==> src/rtl/fir_tap_scheduler_if.sv <==
// Control/status bundle between the FIR tap scheduler and the surrounding datapath.
// The slave modport is the scheduler's view; master is the datapath/FIFO side.
interface fir_tap_scheduler_if;
  logic       PushCoef;
  logic [4:0] CoefAddr;
  logic       fifo_empty;
  logic       fifo_pull;
  logic [1:0] mux_sel;
  logic       acc_clear;
  logic       acc_valid;
  logic       round_en;
  logic       push_out;
  logic       coef_ready;
  logic       busy;

  modport slave (
    input  PushCoef, CoefAddr, fifo_empty,
    output fifo_pull, mux_sel, acc_clear, acc_valid, round_en, push_out, coef_ready, busy
  );

  modport master (
    output PushCoef, CoefAddr, fifo_empty,
    input  fifo_pull, mux_sel, acc_clear, acc_valid, round_en, push_out, coef_ready, busy
  );
endinterface

==> src/rtl/fir_tap_scheduler.sv <==
// Sequencing controller for the folded complex FIR: gates intake on coefficient
// readiness, steps tap groups through the multiplier bank and times accumulate/round/push.
module fir_tap_scheduler #(
  parameter int unsigned NUM_GROUPS = 3,
  parameter int unsigned MULT_LAT   = 2,
  parameter int unsigned NUM_COEF   = 15
) (
  input logic               clk,
  input logic               Reset,
  fir_tap_scheduler_if.slave bus
);

  localparam int unsigned GRP_W  = 2;
  localparam int unsigned ADDR_W = 5;
  localparam logic [GRP_W-1:0] LAST_GRP = GRP_W'(NUM_GROUPS - 1);

  typedef enum logic [1:0] {
    IDLE  = 2'd0,
    PULL  = 2'd1,
    ISSUE = 2'd2
  } state_t;

  state_t               state;
  state_t               state_next;
  logic [GRP_W-1:0]     grp;
  logic [GRP_W-1:0]     grp_next;
  logic                 pull_c;
  logic                 issue_c;
  logic                 start_ok_c;

  logic [NUM_COEF-1:0]  bitmap;
  logic [NUM_COEF-1:0]  wr_mask;
  logic [NUM_COEF-1:0]  bitmap_next;
  logic                 coef_ready;

  logic [MULT_LAT-1:0]  tag_v;
  logic [MULT_LAT-1:0]  tag_first;
  logic [MULT_LAT-1:0]  tag_last;
  logic                 round_en;
  logic                 push_out;

  // Decode a coefficient write into a one-hot mask; out-of-range addresses yield no bit.
  always_comb begin
    wr_mask = '0;
    if (bus.PushCoef) begin
      for (int unsigned i = 0; i < NUM_COEF; i++) begin
        if (bus.CoefAddr == ADDR_W'(i)) begin
          wr_mask[i] = 1'b1;
        end
      end
    end
  end

  assign bitmap_next = bitmap | wr_mask;

  // Sticky coefficient bitmap; ready follows the write that completes it by one cycle.
  always_ff @(posedge clk or posedge Reset) begin
    if (Reset) begin
      bitmap     <= '0;
      coef_ready <= 1'b0;
    end else begin
      bitmap     <= bitmap_next;
      coef_ready <= &bitmap_next;
    end
  end

  assign start_ok_c = coef_ready & ~bus.fifo_empty & ~bus.PushCoef;

  // State register.
  always_ff @(posedge clk or posedge Reset) begin
    if (Reset) begin
      state <= IDLE;
      grp   <= '0;
    end else begin
      state <= state_next;
      grp   <= grp_next;
    end
  end

  // Next-state logic. A coefficient write or an empty FIFO in the pull cycle holds the
  // pull off for that cycle, so a pop never coincides with fifo_empty or PushCoef.
  always_comb begin
    state_next = state;
    grp_next   = grp;
    pull_c     = 1'b0;
    issue_c    = 1'b0;
    case (state)
      IDLE: begin
        if (start_ok_c) begin
          state_next = PULL;
        end
      end
      PULL: begin
        if (!bus.fifo_empty && !bus.PushCoef) begin
          pull_c     = 1'b1;
          grp_next   = '0;
          state_next = ISSUE;
        end
      end
      ISSUE: begin
        issue_c = 1'b1;
        if (grp == LAST_GRP) begin
          state_next = start_ok_c ? PULL : IDLE;
        end else begin
          grp_next = grp + GRP_W'(1);
        end
      end
      default: begin
        state_next = IDLE;
      end
    endcase
  end

  // Issue tags ride a MULT_LAT-deep shift register to line up with multiplier outputs.
  always_ff @(posedge clk or posedge Reset) begin
    if (Reset) begin
      tag_v     <= '0;
      tag_first <= '0;
      tag_last  <= '0;
      round_en  <= 1'b0;
      push_out  <= 1'b0;
    end else begin
      tag_v[0]     <= issue_c;
      tag_first[0] <= issue_c & (grp == '0);
      tag_last[0]  <= issue_c & (grp == LAST_GRP);
      for (int unsigned i = 1; i < MULT_LAT; i++) begin
        tag_v[i]     <= tag_v[i-1];
        tag_first[i] <= tag_first[i-1];
        tag_last[i]  <= tag_last[i-1];
      end
      round_en <= tag_v[MULT_LAT-1] & tag_last[MULT_LAT-1];
      push_out <= round_en;
    end
  end

  assign bus.fifo_pull  = pull_c;
  assign bus.mux_sel    = grp;
  assign bus.acc_valid  = tag_v[MULT_LAT-1];
  assign bus.acc_clear  = tag_v[MULT_LAT-1] & tag_first[MULT_LAT-1];
  assign bus.round_en   = round_en;
  assign bus.push_out   = push_out;
  assign bus.coef_ready = coef_ready;
  assign bus.busy       = (state != IDLE) | (|tag_v) | round_en | push_out;

endmodule

==> src/flat_wrapper.sv <==
// flat-port wrapper written by rule: the top's interface ports become plain ports
module fir_tap_scheduler_flat 
#(
  parameter int unsigned NUM_GROUPS = 3,
  parameter int unsigned MULT_LAT   = 2,
  parameter int unsigned NUM_COEF   = 15
)
  (clk, Reset, bus_PushCoef, bus_CoefAddr, bus_fifo_empty, bus_fifo_pull, bus_mux_sel, bus_acc_clear, bus_acc_valid, bus_round_en, bus_push_out, bus_coef_ready, bus_busy);
  fir_tap_scheduler_if bus_i ();
  input logic clk;
  input logic Reset;
  input wire logic [$bits(bus_i.PushCoef)-1:0] bus_PushCoef;
  input wire logic [$bits(bus_i.CoefAddr)-1:0] bus_CoefAddr;
  input wire logic [$bits(bus_i.fifo_empty)-1:0] bus_fifo_empty;
  output wire logic [$bits(bus_i.fifo_pull)-1:0] bus_fifo_pull;
  output wire logic [$bits(bus_i.mux_sel)-1:0] bus_mux_sel;
  output wire logic [$bits(bus_i.acc_clear)-1:0] bus_acc_clear;
  output wire logic [$bits(bus_i.acc_valid)-1:0] bus_acc_valid;
  output wire logic [$bits(bus_i.round_en)-1:0] bus_round_en;
  output wire logic [$bits(bus_i.push_out)-1:0] bus_push_out;
  output wire logic [$bits(bus_i.coef_ready)-1:0] bus_coef_ready;
  output wire logic [$bits(bus_i.busy)-1:0] bus_busy;
  assign bus_i.PushCoef = bus_PushCoef;
  assign bus_i.CoefAddr = bus_CoefAddr;
  assign bus_i.fifo_empty = bus_fifo_empty;
  assign bus_fifo_pull = bus_i.fifo_pull;
  assign bus_mux_sel = bus_i.mux_sel;
  assign bus_acc_clear = bus_i.acc_clear;
  assign bus_acc_valid = bus_i.acc_valid;
  assign bus_round_en = bus_i.round_en;
  assign bus_push_out = bus_i.push_out;
  assign bus_coef_ready = bus_i.coef_ready;
  assign bus_busy = bus_i.busy;
  fir_tap_scheduler #(.NUM_GROUPS(NUM_GROUPS), .MULT_LAT(MULT_LAT), .NUM_COEF(NUM_COEF)) u_core (.clk(clk), .Reset(Reset), .bus(bus_i));
endmodule
==> config.mk <==
export PLATFORM = sky130hd
export DESIGN_NAME = fir_tap_scheduler_flat
export DESIGN_NICKNAME = d
export VERILOG_FILES = /design/src/rtl/fir_tap_scheduler_if.sv /design/src/rtl/fir_tap_scheduler.sv /design/src/flat_wrapper.sv
export SDC_FILE = /design/constraint.sdc
export NUM_CORES = 1
export LEC_CHECK = 0
export ABC_AREA = 1
export CAP_MARGIN = 5
export CORE_ASPECT_RATIO = 1.4
export CORE_MARGIN = 2
export CORE_UTILIZATION = 40
export CTS_BUF_LIST = sky130_fd_sc_hd__clkbuf_8
export CTS_CLUSTER_SIZE = 12
export DETAILED_ROUTE_END_ITERATION = 7
export GPL_ROUTABILITY_DRIVEN = 0
export MAX_ROUTING_LAYER = met4
export SLEW_MARGIN = 30
export SYNTH_ARGS = -nofsm -noshare
export SYNTH_HDL_FRONTEND = slang
export SYNTH_SLANG_ARGS = --single-unit
==> constraint.sdc <==
create_clock -name clk -period 1.4 [get_ports clk]
set_clock_uncertainty 0.15 [all_clocks]
set_input_delay 0.14 -clock clk [delete_from_list [all_inputs] [get_ports clk]]
set_output_delay 0.14 -clock clk [all_outputs]
set_load 0.01 [all_outputs]
## Word level (Yosys, flattened, before mapping)

Index checks and enable logic that the tools add are counted.

| word-level totals | value |
|---|---|
| flip-flop bits (word level) | 28 |
| input port bits | 9 |
| logic and storage cells | 82 |

| operators by class | value |
|---|---|
| add/sub/neg operators | 1 |
| equal/unequal tests | 21 |
| mux-type cells | 27 |
| bitwise logic cells | 12 |
| reductions and logical operators | 12 |

Operators by type and width:

| cell | count |
|---|---|
| $eq 5x4->1 const B | 7 |
| $eq 5x3->1 const B | 4 |
| $mux 1 | 19 |
| $mux 15 | 1 |
| $or 15x15->15 | 1 |
| $reduce_and 15->1 | 1 |
| $eq 5x2->1 const B | 2 |
| $mux 2 | 5 |
| $and 1x1->1 | 6 |
| $ne 2x1->1 const B | 3 |
| $pmux 2 s3 | 1 |
| $reduce_and 3->1 | 2 |
| $eq 5x1->1 const B | 1 |
| $logic_not 5->1 | 1 |
| $eq 2x2->1 const B | 2 |
| $logic_not 2->1 | 2 |
| $pmux 2 s2 | 1 |
| $reduce_bool 2->1 | 2 |
| $or 1x1->1 | 3 |
| $add 2x1->2 const B | 1 |
| $eq 2x1->1 const B | 1 |
| $logic_not 1->1 | 2 |
| $ne 2x2->1 const B | 1 |
| $not 1->1 | 2 |
| other kinds (2) | 2 |

## Logic depth before layout (Yosys ltp)

Gate-level depths: netlist of the first run.

| logic depth | value |
|---|---|
| depth in word-level cells | 6 |
| gate-level depth with buffers | 9 |
| gate-level depth less buffers | 9 |

## Worst setup path before layout of the first run

Ideal clock, no wire load.

| path | value |
|---|---|
| kind | register to register |
| from | register u_core.state[0] |
| to | register u_core.state[0] |
| setup time | 77 ps |
| arrival time | 1168 ps |
| required time | 1173 ps |
| path slack | 5 ps |
| stages on the path, launching flop included | 7 |
| path buffers | 0 |
| period minus slack after synthesis | 1395 ps |
| cells stage by stage | dfrtp_1 > inv_1 > ha_1 > inv_1 > o211ai_1 > nor2_1 > a21oi_1 |

| on the way | value |
|---|---|
| longest elaborated chain between the ends | 3 |
| elaborated cells between the ends (all ways) | 8 |
| classes of those cells | 5 x eq/ne; 1 x mux; 2 x reduce/logical |

Ends and longest elaborated chain:

| item | RTL line | RTL |
|---|---|---|
| start, declared | fir_tap_scheduler.sv:23 | `state_t state;` |
| start signal, assigned | fir_tap_scheduler.sv:75 | `state <= state_next;` |
| $eq 2x2->1 (tied with other cells) | fir_tap_scheduler.sv:87 | `case (state)` |
| $ne 2x1->1 (no line) | n/a |  |
| $reduce_and 3->1 (no line) | n/a |  |

Several ways; a longest one is shown, not always the timed one.
A chain may end at the register's enable or synchronous reset.

## Final worst setup path of the first run

| path | value |
|---|---|
| from | register u_core.state[0] |
| to | output port bus_busy |

| on the way | value |
|---|---|
| longest elaborated chain between the ends | 4 |

Ends and longest elaborated chain:

| item | RTL line | RTL |
|---|---|---|
| $reduce_bool 2->1 | fir_tap_scheduler.sv:143 | `assign bus.busy = (state != IDLE) \| (\|tag_v) \| round_en \| push_out;` |
| $or 1x1->1 (3 in a row) | fir_tap_scheduler.sv:143 |  |
| end, declared | flat_wrapper.sv:22 | `output wire logic [$bits(bus_i.busy)-1:0] bus_busy;` |

No other way between the ends.

==> impl_metrics.py, run 1 <==
metrics = {
    "synthesis": {
        "synthMuxAreaShare_pct": 0,
        "synth_xor_area_share_pct": 0,
        "synthSimpleGateAreaFrac_pct": 26.1,
        "netlist_area_mm2": 0.00130,
        "synth_area_leader_cell": "dfrtp_1",
        "synthAdderAreaFrac_pct": 5.78,
        "yosys_warnings": 0,
        "synth_top_family_by_area": "simple AND/OR/NAND/NOR gates",
        "synth_compound_area_share_pct": 2.89,
        "syn_nets": 166,
        "synth_top_area_share_pct": 53.9,
        "synth_area_leaders": "dfrtp_1, nand2_1, inv_1, ha_1, nand3_1",
        "synth_cells": 151,
        "synth_seq_cells": 28,
        "ys_types": 16,
        "syn_area_per_cell_um2": 8.60,
        "seq_area_frac_synth_pct": 53.9,
    },
    "outcome": {
        "status": "finished with violations",
        "violations": "negative setup slack",
    },
    "power_and_ir_drop": {
        "cellPowerDensity_mw_per_mm2": 1540,
        "peakVddDrop_mv": 1.01,
        "p_leak_uw": 0.00109,
    },
    "finish": {
        "layout-drive-gt1-share_pct": 33.8,
        "instances_no_fill": 234,
        "layout.nets": 211,
        "fillers": 301,
        "n_antenna_cell": 0,
        "syn2layout_area_growth_pct": 45.9,
    },
    "grt": {
        "grt_pass1_wl_um": 4350,
        "antenna_found_initial": 0,
        "grt_overflow": 0,
        "grt_max_degree": 29,
        "grtUsageTotal_pct": 15.9,
        "first_global_vias": 1067,
    },
    "floorplan": {
        "io_pins": 18,
        "core_mm2": 0.00312,
        "row_count": 24,
        "die_h_um": 71.4,
        "die_x_um": 52.2,
        "initial_utilization_pct": 41.6,
        "die_area_mm2": 0.00372,
    },
    "placement": {
        "io_buffers": 17,
        "post-place-ws_ns": -0.334,
        "hpwl_um": 1780,
        "dp.cells": 219,
    },
    "drt": {
        "vias_per_cell": 4.44,
        "ant_nets": 0,
        "wire_per_inst_um": 10.8,
        "wl_met2_um": 1350,
        "wl_met1_um": 1070,
        "wl_met3_um": 68,
        "drt_iter0_markers": 10,
        "top_layer": "met4",
        "drt_first_pass_iters": 4,
        "drcViolationCount": 0,
        "wl_um": 2530,
        "vias": 1040,
    },
    "setup_path": {
        "slowest_delay_ns": 0.41,
        "slowest_stage": "dfrtp_1",
        "endpoint_kind": "primary output",
        "path_class": "reg -> out",
        "r2r_slack_ns": -0.11,
        "critical_path_buf_inv_count": 3,
        "critPathLaunchType": "flip-flop",
        "cp_max_fo": 2,
        "reg2regPathDepth": 8,
        "critPathTopFamily": "flip-flops",
        "crit_arrival_ns": 1.24,
        "cp_num_cells": 6,
        "required_ns": 1.11,
        "path_cells": "inv_2 -> ha_4 -> inv_4 -> nor2_1 -> nand2_1 -> buf_2",
    },
    "cts": {
        "clk_latency_ns": 0.27,
        "cts_buffers": 3,
        "cts_buffer_depth": 2,
        "clock-root-buffer": "clkbuf_8",
        "tritoncts": "done",
        "clkTransAtPathRegs_ns": 0.09,
        "cts-htree-levels": 1,
        "cts.sinks": 28,
    },
    "timing": {
        "report.final.slew_viol_count": 0,
        "rsz0062_at_grt": "yes",
        "relSlewSlack_pct": 80.8,
        "holdWs_ns": 0.0350,
        "fin_crit_ns": 1.53,
        "min_period_over_period_pct": 109,
        "fmax_mhz": 655,
        "timing.final.ws_setup_ns": -0.127,
        "finalSetupViolations": 6,
        "worst_pin_slew_ns": 0.287,
        "hold_viol": 0,
    },
    "run": {
        "maxCapViolations": 0,
    },
    "hold_path": {
        "hold_path_class": "in -> async",
    },
}
## layer usage
| metal | vias up | GRT usage (%) |
|---|---|---|
| li1 | 535 | - |
| met1 | 485 | 18.0 |
| met2 | 16 | 28.0 |
| met3 | 4 | 2.50 |
| met4 | 0 | 5.13 |
| met5 | - | - |
## final timing paths
kind                                          startpoint                                end
hold / removal                                     Reset         u_core.bitmap[1]$_DFF_PP0_
max in group asynchronous                          Reset  u_core.bus.mux_sel[0]$_DFFE_PP0P_
hold reg to reg            u_core.tag_first[0]$_DFF_PP0_      u_core.tag_first[1]$_DFF_PP0_
setup / recovery             u_core.state[0]$_DFFE_PP0P_                           bus_busy
min in group clk                         bus_CoefAddr[2]         u_core.bitmap[9]$_DFF_PP0_
setup reg to reg             u_core.state[0]$_DFFE_PP0P_        u_core.state[0]$_DFFE_PP0P_
## layout make-up
| type | count | area (µm²) | area share [%] |
|---|---|---|---|
| Clock inverter | 1 | 30.0 | 1.59 |
| Timing Repair Buffer | 40 | 370 | 19.6 |
| Sequential cell | 28 | 701 | 37.0 |
| Inverter | 36 | 138 | 7.27 |
| Multi-Input combinational cell | 87 | 566 | 29.9 |
| Clock buffer | 3 | 41.3 | 2.18 |
| Tap cell | 39 | 48.8 | 2.58 |
## registers in the layout, summed over array words and instances, names as in the netlist
signal	cells
u_core.bitmap	15
u_core.bus.coef_ready	1
u_core.bus.mux_sel	2
u_core.bus.push_out	1
u_core.bus.round_en	1
u_core.state	2
u_core.tag_first	2
u_core.tag_last	2
u_core.tag_v	2
## worst min-delay path, delay by kind of cell
family | cells | cell delay [ns]
buffers and inverters | 3 | 0.68
## synthesized netlist by cell type, drive strengths merged
cell	n
buf	1
dfrtp	28
nor2	17
o21ai	3
inv	36
nand3	15
nor3	1
nand2	40
o211ai	1
ha	6
a21oi	3
## where the power goes
part,total (µW),switching (µW),internal [µW]
clock network,628,245,383
registers,985,67.6,917
logic,1310,620,693
## stage by stage
| step | utilization (%) | TNS, ns | area (µm²) | power [µW] |
|---|---|---|---|---|
| after detailed placement | 51.8 | -2.08 | 1620 | 1780 |
| after global routing | 60.7 | -0.738 | 1890 | 3110 |
| after floorplan | - | 0 | 1300 | 1390 |
| after global placement | 51.8 | -1.72 | 1620 | 1750 |
| final | 60.7 | -0.407 | 1890 | 2930 |
| after CTS | 58.2 | -0.327 | 1820 | 2770 |
## cells by family (layout without fill, tap and decap cells)
family / count (synthesis) / count (layout)
AO/OA/AOI/OAI: 7 / 7
adder cells (fa/ha/maj): 6 / 6
buffers and inverters: 37 / 80
flip-flops: 28 / 28
AND/OR/NAND/NOR: 73 / 74
## what timing repair did
item | in CTS | in global routing
endpoints found under the hold margin | 0 | 0
setup buffers | 10 | 2
hold buffers | 0 | 0
pin swaps | 8 | 4
gates resized for setup | 39 | 20
setup endpoints to repair | 15 | 8
gates cloned | 1 | 0
## cells in the final DEF, fill, tap and decap left out, drive strengths merged
cell type / n
nand2: 40
dlymetal6s2s: 6
ha: 6
bufinv: 1
o21ai: 3
o211ai: 1
dfrtp: 28
nand3: 15
inv: 36
nor3: 1
nor2: 18
buf: 25
dlygate4sd2: 7
clkbuf: 3
clkdlybuf4s50: 2
a21oi: 3
(Power assumes the default switching activity.)
==> run 2, diff against run 1 <==
--- a/config.mk
+++ b/config.mk
@@ -15,7 +15,7 @@
 export DETAILED_ROUTE_END_ITERATION = 7
 export GPL_ROUTABILITY_DRIVEN = 0
 export MAX_ROUTING_LAYER = met4
-export SLEW_MARGIN = 30
+export SLEW_MARGIN = 20
 export SYNTH_ARGS = -nofsm -noshare
 export SYNTH_HDL_FRONTEND = slang
 export SYNTH_SLANG_ARGS = --single-unit
==> results of run 2 <==
Final layout, timing and power as in run 1 (identical DEF).
